File: config.mk
export PLATFORM = sky130hd
export DESIGN_NAME = pipelined_adder
export DESIGN_NICKNAME = d
export VERILOG_FILES = /design/src/rtl/pipelined_adder.sv
export SDC_FILE = /design/constraint.sdc
export NUM_CORES = 1
export LEC_CHECK = 0
export CAP_MARGIN = 20
export CORE_AREA = 2 2 159 161
export DETAILED_ROUTE_END_ITERATION = 8
export DIE_AREA = 0 0 161 163
export HOLD_SLACK_MARGIN = 0.03
export PLACE_DENSITY = 0.64
export SYNTH_ARGS = -nofsm -noshare
export SYNTH_HDL_FRONTEND = slang
export SYNTH_SLANG_ARGS = --single-unit
File: constraint.sdc
create_clock -name clk_i -period 2.7 [get_ports clk_i]
set_input_delay 0.405 -clock clk_i [delete_from_list [all_inputs] [get_ports clk_i]]
set_output_delay 0.405 -clock clk_i [all_outputs]
set_load 0.02 [all_outputs]
File: src/rtl/pipelined_adder.sv
// Segmented carry-chain adder/subtractor: one SEG-bit slice per stage, carry registered between stages.
// Latency: STAGES cycles from accept to valid_o, plus one cycle per stall cycle.
// Backpressure: whole-pipe stall while valid_o is high and ready_i is low; ready_o = ~stall.
// Optional saturation is enabled by defining PIPELINED_ADDER_SAT_EN (adds port sat_i).
module pipelined_adder #(
    parameter int BITS   = 32,
    parameter int STAGES = 4
) (
    input  logic            clk_i,
    input  logic            rst_n_i,
    input  logic            valid_i,
    output logic            ready_o,
    input  logic [BITS-1:0] bus_a_i,
    input  logic [BITS-1:0] bus_b_i,
    input  logic            carry_i,
    input  logic            sub_i,
`ifdef PIPELINED_ADDER_SAT_EN
    input  logic            sat_i,
`endif
    output logic            valid_o,
    input  logic            ready_i,
    output logic [BITS-1:0] bus_o,
    output logic            flag_c_o,
    output logic            flag_v_o,
    output logic            flag_n_o,
    output logic            flag_z_o
);

    localparam int SEG = BITS / STAGES;

    if ((STAGES < 1) || ((BITS % STAGES) != 0)) begin : g_bad_cfg
        $error("pipelined_adder: BITS must be a positive multiple of STAGES");
    end

    logic            stall;
    logic [BITS-1:0] b_eff;

    // Inputs of the final (top-segment) stage.
    logic            fin_vld;
    logic            fin_cin;
    logic [SEG-1:0]  fin_a;
    logic [SEG-1:0]  fin_b;
    logic [BITS-1:0] fin_lo;    // lower result segments, top SEG bits zero
`ifdef PIPELINED_ADDER_SAT_EN
    logic            fin_sat;
`endif

    logic [SEG:0]    fin_sum;
    logic [BITS-1:0] bus_d, bus_q;
    logic            flag_c_d, flag_v_d, flag_n_d, flag_z_d;
    logic            flag_c_q, flag_v_q, flag_n_q, flag_z_q;
    logic            out_vld_q;

    assign stall   = out_vld_q & ~ready_i;
    assign ready_o = ~stall;
    assign b_eff   = sub_i ? ~bus_b_i : bus_b_i;

    // Lower segment stages: each consumes the bottom SEG bits of the remaining operands,
    // appends its sum above the already-finished segments and forwards the carry.
    for (genvar k = 0; k < STAGES - 1; k++) begin : g_seg
        localparam int LO   = k * SEG;
        localparam int DONE = LO + SEG;

        logic [BITS-LO-1:0]   a_in, b_in;
        logic                 cin, vld_in;
        logic [SEG:0]         sum;
        logic [DONE-1:0]      res_d;
        logic                 vld_q, cy_q;
        logic [BITS-DONE-1:0] a_q, b_q;
        logic [DONE-1:0]      res_q;
`ifdef PIPELINED_ADDER_SAT_EN
        logic                 sat_in, sat_q;
`endif

        if (k == 0) begin : g_first
            assign a_in   = bus_a_i;
            assign b_in   = b_eff;
            assign cin    = carry_i;
            assign vld_in = valid_i;
            assign res_d  = sum[SEG-1:0];
`ifdef PIPELINED_ADDER_SAT_EN
            assign sat_in = sat_i;
`endif
        end else begin : g_next
            assign a_in   = g_seg[k-1].a_q;
            assign b_in   = g_seg[k-1].b_q;
            assign cin    = g_seg[k-1].cy_q;
            assign vld_in = g_seg[k-1].vld_q;
            assign res_d  = {sum[SEG-1:0], g_seg[k-1].res_q};
`ifdef PIPELINED_ADDER_SAT_EN
            assign sat_in = g_seg[k-1].sat_q;
`endif
        end

        assign sum = {1'b0, a_in[SEG-1:0]} + {1'b0, b_in[SEG-1:0]} + {{SEG{1'b0}}, cin};

        // Stage register: valid always advances when not stalled, data only with a valid op.
        always_ff @(posedge clk_i or negedge rst_n_i) begin
            if (!rst_n_i) begin
                vld_q <= 1'b0;
                cy_q  <= 1'b0;
                a_q   <= '0;
                b_q   <= '0;
                res_q <= '0;
`ifdef PIPELINED_ADDER_SAT_EN
                sat_q <= 1'b0;
`endif
            end else if (!stall) begin
                vld_q <= vld_in;
                if (vld_in) begin
                    cy_q  <= sum[SEG];
                    a_q   <= a_in[BITS-LO-1:SEG];
                    b_q   <= b_in[BITS-LO-1:SEG];
                    res_q <= res_d;
`ifdef PIPELINED_ADDER_SAT_EN
                    sat_q <= sat_in;
`endif
                end
            end
        end
    end

    if (STAGES == 1) begin : g_fin_direct
        assign fin_vld = valid_i;
        assign fin_cin = carry_i;
        assign fin_a   = bus_a_i;
        assign fin_b   = b_eff;
        assign fin_lo  = '0;
`ifdef PIPELINED_ADDER_SAT_EN
        assign fin_sat = sat_i;
`endif
    end else begin : g_fin_piped
        assign fin_vld = g_seg[STAGES-2].vld_q;
        assign fin_cin = g_seg[STAGES-2].cy_q;
        assign fin_a   = g_seg[STAGES-2].a_q;
        assign fin_b   = g_seg[STAGES-2].b_q;
        assign fin_lo  = {{SEG{1'b0}}, g_seg[STAGES-2].res_q};
`ifdef PIPELINED_ADDER_SAT_EN
        assign fin_sat = g_seg[STAGES-2].sat_q;
`endif
    end

    // Top segment: final sum, flags from the MSB carries, optional clamp, then N/Z from the result.
    always_comb begin
        fin_sum  = {1'b0, fin_a} + {1'b0, fin_b} + {{SEG{1'b0}}, fin_cin};
        flag_c_d = fin_sum[SEG];
        // carry into the MSB is recovered from the MSB operand bits and sum bit
        flag_v_d = flag_c_d ^ (fin_a[SEG-1] ^ fin_b[SEG-1] ^ fin_sum[SEG-1]);
        bus_d    = fin_lo | (BITS'(fin_sum[SEG-1:0]) << (BITS - SEG));
`ifdef PIPELINED_ADDER_SAT_EN
        if (fin_sat && flag_v_d) begin
            bus_d = flag_c_d ? {1'b1, {(BITS-1){1'b0}}} : {1'b0, {(BITS-1){1'b1}}};
        end
`endif
        flag_n_d = bus_d[BITS-1];
        flag_z_d = (bus_d == '0);
    end

    // Output register: holds result and flags through a stall and across bubbles.
    always_ff @(posedge clk_i or negedge rst_n_i) begin
        if (!rst_n_i) begin
            out_vld_q <= 1'b0;
            bus_q     <= '0;
            flag_c_q  <= 1'b0;
            flag_v_q  <= 1'b0;
            flag_n_q  <= 1'b0;
            flag_z_q  <= 1'b0;
        end else if (!stall) begin
            out_vld_q <= fin_vld;
            if (fin_vld) begin
                bus_q    <= bus_d;
                flag_c_q <= flag_c_d;
                flag_v_q <= flag_v_d;
                flag_n_q <= flag_n_d;
                flag_z_q <= flag_z_d;
            end
        end
    end

    assign valid_o  = out_vld_q;
    assign bus_o    = bus_q;
    assign flag_c_o = flag_c_q;
    assign flag_v_o = flag_v_q;
    assign flag_n_o = flag_n_q;
    assign flag_z_o = flag_z_q;

endmodule

==> results_dict.tcl <==
set metrics [dict create \
    die_area_mm2 0.0262 \
    path_clk_slew_ns 0.07 \
    start_util_pct 34.2 \
    maxCapViolations 0 \
    synth_common_cells "186 x dfrtp_1, 99 x mux2_2, 63 x nand2_1, 35 x xnor2_1" \
    hold_path_class "in2async" \
    endpoint_kind "flip-flop" \
    setup_slack_ns 0.255 \
    yosysWarnings 0 \
    clk_path_buf_depth 2 \
    regArea_mm2 0.00465 \
    synthSimpleGateAreaFrac_pct 6.33 \
    synth.avg_cell_area_um2 12.6 \
    cts_made_buffers 17 \
    post-place-ws_ns -0.102 \
    cts_max_level 4 \
    top_usage_layer "met1" \
    drive_above_1_share_pct 20.0 \
    synth.area.mux_share_pct 17.1 \
    yosysMostFrequentCell "dfrtp_1" \
    gp_congestion 0.768 \
    syn_inst 672 \
    hold_viol 0 \
    core_area_mm2 0.0247 \
    power_density_mw_per_mm2 1190 \
    setup_viol 0 \
    clock-sinks 186 \
    async_flop_share_pct 100 \
    crit_type "reg2reg" \
    leakagePower_uw 0.00463 \
    fill_cells 2357 \
    postCtsSetupBuffers 0 \
    cp_max_fo 2 \
    synth_top_cell_by_area "dfrtp_1" \
    synth_xor_xnor_area_share_pct 4.98 \
    grt_max_degree 69 \
    hpwl_mm 12.4 \
    clock_latency_ns 0.42 \
    multiInputGateArea_mm2 0.00359 \
    synth_area_mm2 0.00844 \
    viasPerCell 4.56 \
    ir_drop_v 0.000504 \
    drtIter0Drc 208 \
    drt_first_pass_iters 6 \
    fin_area_mm2 0.0106 \
    synth_fa_ha_area_share_pct 6.05 \
    nets 893 \
    final.period_utilization_pct 90.6 \
    postRouteAntennaNets 0 \
    grt-ovfl-total 0 \
    routed-via-count 5155 \
    fin_tns_setup_ns 0 \
    cts_tree "done" \
    synth_seq_cells 186 \
    synth_compound_area_share_pct 7.77 \
    ff2ff_path_depth 9 \
    finalClockSkew_ns 0.0105 \
    synth_top_family_by_area "multiplexers" \
    r2r-start "fin_cin$_DFFE_PN0P_" \
    met2_usage_pct 19.3 \
    grt_pass1_vias 5249 \
    routed_wl_mm 16.4 \
    synth_top_area_share_pct 55.1 \
    synth-main-ff-cell "dfrtp_1" \
    clock.fmax_mhz 409 \
    grt_usage_pct 13.2 \
    wl_per_cell_um 14.5 \
    cp-start-kind "flip-flop" \
    grt_pass1_wl_mm 27.6 \
    ys_types 48 \
    rrSetupSlack_ns 0.26 \
    yosysSeqAreaShare_pct 55.1 \
    dpl-instance-area_mm2 0.0100 \
    area.growth.synth_to_final_pct 26.1 \
    status "complete, no violations" \
    fin_crit_ns 2.44 \
    rows 58 \
    yosys-top-cells-area "dfrtp_1 55%, mux2_2 13%, ha_1 4.1%, mux2_1 3.7%, xnor2_1 3.6%" \
    die_w_um 161 \
    drc 0 \
    root_buffer "clkbuf_16" \
    rsz0062_at_grt "false" \
    grtUsageMet1_pct 19.6 \
    io_pins 108 \
    synth_edf_count 0 \
    crit_required_ns 3.04 \
    tightest_slew_ns 0.466 \
    dieHeight_um 163 \
    maxSlewViolCount 0 \
    antenna_found_initial 0 \
    synth_fp_nets 778 \
    relSlewSlack_pct 68.5 \
    antennaDiodeCount 0 \
    critPathArrivalTime_ns 2.78 \
    port_buffers 107 \
    grt_use_met3_pct 3.13 \
    holdWs_ns 0.460 \
    rr_endpoint "flag_z_o$_DFFE_PN0P_" \
]
## worst max-delay path: stages, from the launching register on
cell,delay (ns)
dfrtp_1,0.38
fa_1,0.23
inv_1,0.07
fa_1,0.53
nor4b_2,0.22
nand4_1,0.18
nor4_4,0.22
and4b_1,0.25
nand4_1,0.11
o31ai_2,0.18
## cell type report
type	count	share of cell area (%)
multi-input cells	433	33.7
flip-flops and latches	186	43.7
clock buffers	19	4.25
clock inverters	13	1.56
inverters	24	0.846
well taps	330	3.88
repair buffers	125	12.0
## cell families after synthesis
kind of cell               count (synthesis)
and+or+nand+nor                          116
DFF                                      186
AOI/OAI and AO/OA                        105
muxes                                    128
adders and majority gates                 36
buffers and inverters                     53
xor gates and xnor gates                  48
## layer usage
metal  up-vias  wire length, um
li1       2579                -
met1      2483             8430
met2        78             7140
met3        15              622
met4         0              187
met5         -                0
## worst max-delay path by stage
stage                     slack, ns                 from                   endpoint  cells after the start
final                          0.26  fin_cin$_DFFE_PN0P_       flag_z_o$_DFFE_PN0P_                      9
after floorplan                0.03                sub_i  g_seg[0].cy_q$_DFFE_PN0P_                     12
after global placement        -0.05           bus_b_i[0]  g_seg[0].cy_q$_DFFE_PN0P_                     11
after global routing           0.03  fin_cin$_DFFE_PN0P_       flag_z_o$_DFFE_PN0P_                      9
after detailed placement      -0.10  fin_cin$_DFFE_PN0P_       flag_z_o$_DFFE_PN0P_                      9
after CTS                     0.007  fin_cin$_DFFE_PN0P_       flag_z_o$_DFFE_PN0P_                      9
## flip-flops by register name, indices dropped and copies added (netlist names)
register and flops:
fin_cin 1, flag_v_o 1, bus_o 32, g_seg.b_q 40, flag_c_o 1, fin_b 8, fin_vld 1, g_seg.a_q 40
flag_z_o 1, g_seg.vld_q 2, fin_a 8, g_seg.cy_q 2, g_seg.res_q 48, valid_o 1
## power breakdown
| part | internal [uW] | total, uW | switching (uW) |
|---|---|---|---|
| registers | 4040 | 4850 | 811 |
| logic | 2760 | 5240 | 2490 |
| clock network | 1510 | 2560 | 1050 |
## metrics by stage
stage | utilization (%) | std cells | power (uW)
after global routing | 43.1 | 1130 | 13600
after detailed placement | 40.5 | 1097 | 10200
after floorplan | - | 672 | 8370
final | 43.1 | 1130 | 12700
after global placement | 40.5 | 1097 | 10100
after CTS | 43.1 | 1130 | 12800
## repair_timing
action / in CTS / in global routing
pin swaps: 0 / 1
hold buffers: 1 / 0
gates resized for setup: 1 / 2
setup endpoints to repair: 1 / 1
hold endpoints to repair: 36 / 0
## layout by cell type (no fill, tap or decap), drive strengths merged, types with 3 or more instances in the layout
master and n:
clkbuf 19, o31ai 9, dfrtp 186, nor2 14, buf 19, nor2b 7
o21bai 4, clkdlybuf4s50 105, mux2 127, o21ai 51, nand2 63, nor4 5
ha 28, a21o 5, nor3 9, fa 8, xor2 13, inv 26
clkinv 5, clkinvlp 3, bufinv 3, a211oi 3, xnor2 35, o21a 8
a21oi 15
(Power assumes the default switching activity.)
